<file path="config.mk">
export PLATFORM = sky130hd
export DESIGN_NAME = audio_path_ctrl
export DESIGN_NICKNAME = d
export VERILOG_FILES = /design/src/rtl/audio_path_ctrl.sv
export SDC_FILE = /design/constraint.sdc
export NUM_CORES = 1
export LEC_CHECK = 0
export CAP_MARGIN = 20
export CORE_ASPECT_RATIO = 0.6
export CORE_MARGIN = 1
export CORE_UTILIZATION = 40
export CTS_CLUSTER_SIZE = 28
export DETAILED_ROUTE_END_ITERATION = 8
export HOLD_SLACK_MARGIN = 0.03
export SYNTH_ARGS = -nofsm -noshare
export SYNTH_HDL_FRONTEND = slang
export SYNTH_SLANG_ARGS = --single-unit
export TNS_END_PERCENT = 10
</file>
<file path="constraint.sdc">
create_clock -name clk_25mhz -period 5.1 [get_ports clk_25mhz]
set_input_delay 1.02 -clock clk_25mhz [delete_from_list [all_inputs] [get_ports clk_25mhz]]
set_output_delay 1.02 -clock clk_25mhz [all_outputs]
set_load 0.01 [all_outputs]
</file>
<file path="src/rtl/audio_path_ctrl.sv">
// -----------------------------------------------------------------------------
// audio_path_ctrl
//
// Sequencing controller between the SPI receiver, the effect stage and the DAC
// driver. Debounces the mode button, switches between the original and effect
// paths only between samples, waits for the effect stage (with a timeout that
// falls back to the original sample), hands one sample per frame to the DAC
// driver and counts overruns.
//
// Ports:
//   clk_25mhz       in   system clock, all logic on the rising edge
//   reset           in   synchronous, active-high reset
//   mode_btn        in   raw asynchronous mode push-button, active-high
//   data_ready      in   1-cycle pulse, new sample on original_audio
//   original_audio  in   [15:0] receiver sample, valid with data_ready
//   modified_audio  in   [15:0] effect output, valid with process_status
//   process_status  in   effect stage done for the current sample
//   dac_busy        in   DAC driver shifting a frame, no start accepted
//   dac_sample      out  [15:0] sample presented to the DAC driver
//   dac_start       out  1-cycle strobe, dac_sample valid in the same cycle
//   mode_active     out  0 = original path, 1 = effect path
//   eff_timeout     out  sticky, set when the effect stage timed out
//   drop_count      out  [7:0] saturating count of dropped samples
// -----------------------------------------------------------------------------
module audio_path_ctrl #(
    parameter int clock_max   = 25_000_000,
    parameter int DEBOUNCE_MS = 20,
    parameter int EFF_TIMEOUT = 512
) (
    input  logic        clk_25mhz,
    input  logic        reset,
    input  logic        mode_btn,
    input  logic        data_ready,
    input  logic [15:0] original_audio,
    input  logic [15:0] modified_audio,
    input  logic        process_status,
    input  logic        dac_busy,
    output logic [15:0] dac_sample,
    output logic        dac_start,
    output logic        mode_active,
    output logic        eff_timeout,
    output logic [7:0]  drop_count
);

    localparam int DB_CYCLES = clock_max / 1000 * DEBOUNCE_MS;
    localparam int DB_W      = (DB_CYCLES > 1) ? $clog2(DB_CYCLES) : 1;
    localparam int TO_W      = (EFF_TIMEOUT > 1) ? $clog2(EFF_TIMEOUT) : 1;
    localparam logic [DB_W-1:0] DB_LAST = DB_W'(DB_CYCLES - 1);
    localparam logic [TO_W-1:0] TO_LAST = TO_W'(EFF_TIMEOUT - 1);

    typedef enum logic [1:0] {
        IDLE,
        WAIT_EFF,
        WAIT_DAC
    } state_t;

    // ---------------- button path ----------------
    logic [1:0]      sync_q;
    logic [DB_W-1:0] db_cnt_q;
    logic            db_level_q;
    logic            btn_s;
    logic            toggle_set;

    assign btn_s = sync_q[1];
    // Debounced level rises this cycle: the only event that requests a toggle.
    assign toggle_set = btn_s && !db_level_q && (db_cnt_q == DB_LAST);

    // NOTE: sequential state uses non-blocking assignments only, so every
    // register samples the pre-edge values of the others regardless of order.
    always_ff @(posedge clk_25mhz) begin
        if (reset) begin
            sync_q     <= 2'b00;
            db_cnt_q   <= '0;
            db_level_q <= 1'b0;
        end else begin
            sync_q <= {sync_q[0], mode_btn};
            // Count only while the synchronised input disagrees with the
            // debounced level; any return to agreement restarts the window.
            if (btn_s == db_level_q) begin
                db_cnt_q <= '0;
            end else if (db_cnt_q == DB_LAST) begin
                db_cnt_q   <= '0;
                db_level_q <= btn_s;
            end else begin
                db_cnt_q <= db_cnt_q + 1'b1;
            end
        end
    end

    // ---------------- sequencing FSM ----------------
    state_t          state_q;
    logic            toggle_req_q;
    logic            mode_active_q;
    logic            mode_eff;
    logic [TO_W-1:0] eff_cnt_q;
    logic [15:0]     shadow_q;
    logic [15:0]     held_q;
    logic [15:0]     dac_sample_q;
    logic            dac_start_q;
    logic            eff_timeout_q;
    logic [7:0]      drop_count_q;

    // A pending toggle is applied in IDLE in the same cycle a sample may be
    // accepted, so that sample already follows the new mode.
    assign mode_eff = mode_active_q ^ toggle_req_q;

    always_ff @(posedge clk_25mhz) begin
        if (reset) begin
            state_q       <= IDLE;
            toggle_req_q  <= 1'b0;
            mode_active_q <= 1'b0;
            eff_cnt_q     <= '0;
            shadow_q      <= '0;
            held_q        <= '0;
            dac_sample_q  <= '0;
            dac_start_q   <= 1'b0;
            eff_timeout_q <= 1'b0;
            drop_count_q  <= '0;
        end else begin
            dac_start_q <= 1'b0;

            // Pending request survives until IDLE; a repeated press while
            // pending just keeps it set.
            toggle_req_q <= toggle_set || (toggle_req_q && (state_q != IDLE));

            if (data_ready && (state_q != IDLE) && (drop_count_q != 8'hFF)) begin
                drop_count_q <= drop_count_q + 8'd1;
            end

            case (state_q)
                IDLE: begin
                    if (toggle_req_q) begin
                        mode_active_q <= ~mode_active_q;
                    end
                    if (data_ready) begin
                        shadow_q <= original_audio;
                        if (mode_eff) begin
                            eff_cnt_q <= '0;
                            state_q   <= WAIT_EFF;
                        end else begin
                            held_q  <= original_audio;
                            state_q <= WAIT_DAC;
                        end
                    end
                end
                WAIT_EFF: begin
                    if (process_status) begin
                        held_q  <= modified_audio;
                        state_q <= WAIT_DAC;
                    end else if (eff_cnt_q == TO_LAST) begin
                        // Effect stage too slow: play the dry sample instead.
                        held_q        <= shadow_q;
                        eff_timeout_q <= 1'b1;
                        state_q       <= WAIT_DAC;
                    end else begin
                        eff_cnt_q <= eff_cnt_q + 1'b1;
                    end
                end
                WAIT_DAC: begin
                    if (!dac_busy) begin
                        dac_sample_q <= held_q;
                        dac_start_q  <= 1'b1;
                        state_q      <= IDLE;
                    end
                end
                default: state_q <= IDLE;
            endcase
        end
    end

    assign dac_sample  = dac_sample_q;
    assign dac_start   = dac_start_q;
    assign mode_active = mode_active_q;
    assign eff_timeout = eff_timeout_q;
    assign drop_count  = drop_count_q;

endmodule

</file>
* After elaboration in Yosys (flattened, before gate mapping)
Cells that the tools add are included.
** Word-level totals
- Register bits :: 93
- Input bits :: 38
- Output and inout bits :: 27
- Word-level logic and storage cells :: 72
** Operators by class
- $add $sub $neg :: 3
- Equal/unequal tests :: 13
- Mux-type cells :: 17
- Bitwise gates (word level) :: 6
- Reductions and logical operators :: 20
** Operators by type and width (number)
- 16-bit 2-to-1 mux :: 4
- 9-bit 2-to-1 mux :: 4
- 16-bit one-hot mux with 2 select lines :: 1
- 19-bit by 1-bit adder with 19-bit output (second input constant) :: 1
- 19-bit == test (second input constant) :: 1
- 9-bit one-hot mux with 2 select lines :: 1
- 2-bit != test (second input constant) :: 6
- 2-bit 2-to-1 mux :: 5
- 9-bit by 1-bit adder with 9-bit output (second input constant) :: 1
- 9-bit == test (second input constant) :: 1
- 8-bit by 1-bit adder with 8-bit output (second input constant) :: 1
- 8-bit != test (second input constant) :: 1
- 2-bit AND reduction :: 4
- 2-bit one-hot mux with 3 select lines :: 1
- 3-bit AND reduction :: 2
- 1-bit logical AND :: 5
- 1-bit NOT :: 5
- 5-bit AND reduction :: 1
- 4-bit AND reduction :: 1
- 2-bit nonzero test :: 2
- 3-bit != test (second input constant) :: 1
- 3-bit OR reduction :: 1
- 2-bit by 1-bit == test with 1-bit output (second input constant) :: 1
- 2-bit == test (second input constant) :: 1
- other kinds (7) :: 7

* Depth between registers and ports, before layout
- Depth in word-level cells :: 4
- Depth in mapped cells :: 9
- Depth with buffers taken out :: 8

* Least setup slack after synthesis
OpenSTA, ideal clock, no wires.
- Path kind :: input -> register
- Start point :: input process_status
- End point :: register eff_cnt_q[8]
- Arrival :: 2.089 ns
- Required time :: 4.980 ns
- Setup slack :: 2.891 ns
- Cell stages on the path :: 6
- Path buffers :: 2
- Cell sequence :: buf_2 nor2_1 a22oi_1 buf_2 mux2i_1 nor2_1
** On the way
- Word-level cells in the longest chain between the ends :: 2
** RTL lines
- from (decl) :: RTL line 36 : input logic process_status,
- 2-bit != test (no source line)
- 5-bit AND reduction (no source line)
- to (signal assigned) :: RTL line 156 : eff_cnt_q <= eff_cnt_q + 1'b1;
- to (decl) :: RTL line 95 : logic [TO_W-1:0] eff_cnt_q;
Every way passes these cells.
A chain may end at the register's enable or synchronous reset.

* Worst setup path after layout
- Start point :: input data_ready
- End point :: register eff_cnt_q[7]
** On the way
- Word-level cells in the longest chain between the ends :: 2
** RTL lines
- from (decl) :: RTL line 33 : input logic data_ready,
- 2-bit != test (no source line)
- 5-bit AND reduction (no source line)
Every way passes these cells.

==> impl_metrics.toml <==
[run_status]
status = "completed"

[worst_setup_path]
worst_ep_required_time_ns = 5.37
arrival_ns = 3.48
critPathMaxFanout = 18
critPathLaunchType = "primary input"
worstSetupPathType = "in -> reg"
crit_path_end_kind = "flip-flop"

[layout]
fillCellCount = 940
multi_input_area_um2 = 2078
drive_gt1_share_pct = 5.762
layout_common_cells = "93 x dfxtp_1, 78 x nand2_1, 63 x clkdlybuf4s50_1"
stdcell_count = 673
syn_to_final_growth_pct = 24.82
area.sequential_um2 = 1862
final_common_cell = "dfxtp_1"
diodes = 0
nets = 577

[pwr]
intPower_mw = 1.162
power_mw = 1.518
seqPwrFrac_pct = 49.8
combPwrFrac_pct = 8.8
swShare_pct = 23.43
leakage_nw = 1.809
powerDensity_nw_per_um2 = 296.7
p_sw_mw = 0.3556
max-vdd-ir-drop_uv = 164.9
clkPwrFrac_pct = 41.3

[routing]
via_count = 3605
highest_layer = "met4"
via_per_inst = 5.357
wl_per_cell_um = 15.77
dr_wl_met3_um = 717
ant_nets = 0
drt-total-wl_mm = 10.62
dr_wl_met2_mm = 3.898
drtPass1Iterations = 4
drt_iter0_drc = 347
wl_met1_mm = 5.923
drcViolationCount = 0

[placement]
preCtsSetupSlack_ns = 1.544
hpwl_mm = 7.186
place_congestion = 0.8148
port_buffers = 64
dp.cells = 656

[yosys]
yosysUniqueCellTypes = 47
seq_area_frac_synth_pct = 45.42
synth_seq_cells = 93
syn_area_per_cell_um2 = 8.486
synth_warnings = 0
synth_area_leaders = "dfxtp_1 45%, a21oi_1 7.3%, nand2_1 7.1%, nor2_1 4.6%, mux2i_1 4.4%"
synthCells = 483
synth_area_um2 = 4099
synth_top_area_share_pct = 45.42
async_flop_share_pct = 0
synth_edf_count = 0
synth_flop_cell = "dfxtp_1"
synth_top_area_cell = "dfxtp_1"
syn_nets = 526

[clock_tree]
h-tree-depth = 3
post_cts_resized = 0
worstSkewPairLatency_ns = 0.34
cts_tree = "built"
clock-root-buffer = "clkbuf_16"
clock-sinks = 93
postCtsHoldBufs = 0
clk_pin_slew_ns = 0.06
clk_path_buf_depth = 2
post_cts_buffers = 0
numCtsBuffers = 9

[sta]
finalCriticalPeriod_ns = 3.214
period_share_pct = 63.02
rsz0062_at_grt = "no"
hold_viol = 0
finalMaxSlewViolations = 0
fin_ws_ns = 1.886
hold-worst-slack_ns = 0.4516
worst_pin_slew_ns = 1.124
setup_viol = 0
slew_headroom_pct = 25.04
clock_skew_ns = 0.005979
finalSetupTns_ns = 0
max_clock_freq_mhz = 311.1

[floorplanning]
start_util_pct = 41.34
die-area_um2 = 10670
core_area_um2 = 9915
die_y_um = 80.41
ios = 65
dieWidth_um = 132.7
rows = 28

[grt]
grt_pass1_vias = 3205
grt_overflow = 0
antenna_found_initial = 0
grt_use_total_pct = 20.84
grt_pass1_wl_mm = 17.00
grt_max_degree = 42

[run]
cap_violations = 0

[min_path]
hold_path_class = "reg -> reg"
[final timing paths]
| check | start | cells past startpoint | slack [ns] | endpoint |
|---|---|---|---|---|
| setup / recovery | data_ready | 5 | 1.89 | eff_cnt_q[7] |
| hold / removal | held_q[15] | 2 | 0.45 | dac_sample[15] |
| setup reg to reg | db_cnt_q[0] | 5 | 2.48 | db_cnt_q[7] |
| hold reg to reg | held_q[15] | 2 | 0.45 | dac_sample[15] |
[cell usage after synthesis, types with 7 or more instances]
library cell / count
nor4_1: 8
o21ai_0: 23
a2111o_1: 16
dfxtp_1: 93
xnor2_1: 7
xor2_1: 12
buf_2: 10
inv_1: 8
nand4_1: 9
nor2b_1: 7
clkbuf_1: 20
nand3_1: 11
mux2i_1: 18
a21oi_1: 60
nand2_1: 78
nor2_1: 50
[worst max-delay path, cell delays in order]
cell             delay (ns)
clkdlybuf4s50_1        0.53
nor3b_4                0.65
a22oi_1                0.54
or4_1                  0.59
a21oi_1                0.14
[per-stage QoR]
stage | cell area, µm² | utilization (%)
final | 5116 | 51.60
after global routing | 5116 | 51.60
after CTS | 5090 | 51.34
after detailed placement | 4812 | 48.54
after global placement | 4812 | 48.54
after floorplan | 4099 | -
[sequential cells by signal, summed over array words and instances (netlist names)]
| signal | count |
|---|---|
| dac_sample | 16 |
| dac_start | 1 |
| db_cnt_q | 19 |
| db_level_q | 1 |
| drop_count | 8 |
| eff_cnt_q | 9 |
| eff_timeout | 1 |
| held_q | 16 |
| mode_active | 1 |
| shadow_q | 16 |
| state_q | 2 |
| sync_q | 2 |
| toggle_req_q | 1 |
[cells by family after synthesis]
logic type | count (synthesis) | synth area share (%)
AND/OR/NAND/NOR | 190 | 22.22
AO/OA/AOI/OAI | 117 | 17.95
flip-flops | 93 | 45.42
buffers and inverters | 39 | 3.877
multiplexers | 20 | 4.945
XOR/XNOR | 19 | 4.060
adder cells (fa/ha/maj) | 5 | 1.526
[routing by layer]
metal,vias to the layer above,GRT usage [%]
li1,1809,-
met2,103,26.26
met3,9,5.492
met4,0,4.828
met5,-,0
met1,1684,33.27
[layout make-up]
cell class / count / area share (%)
Sequential cell: 93 / 36.39
Multi-Input combinational cell: 351 / 40.62
Inverter: 8 / 0.5869
Clock buffer: 12 / 5.013
Clock inverter: 3 / 0.4157
Tap cell: 135 / 3.302
Timing Repair Buffer: 71 / 13.67
[power groups by stage]
stage	registers [mW]	clock network [mW]	logic [mW]
floorplan	0.772	0	0.0701
global placement	0.772	0	0.130
detailed placement	0.773	0	0.130
CTS	0.756	0.641	0.131
global route	0.759	0.676	0.146
finish	0.757	0.627	0.134
Power figures use the tool's default switching activity.
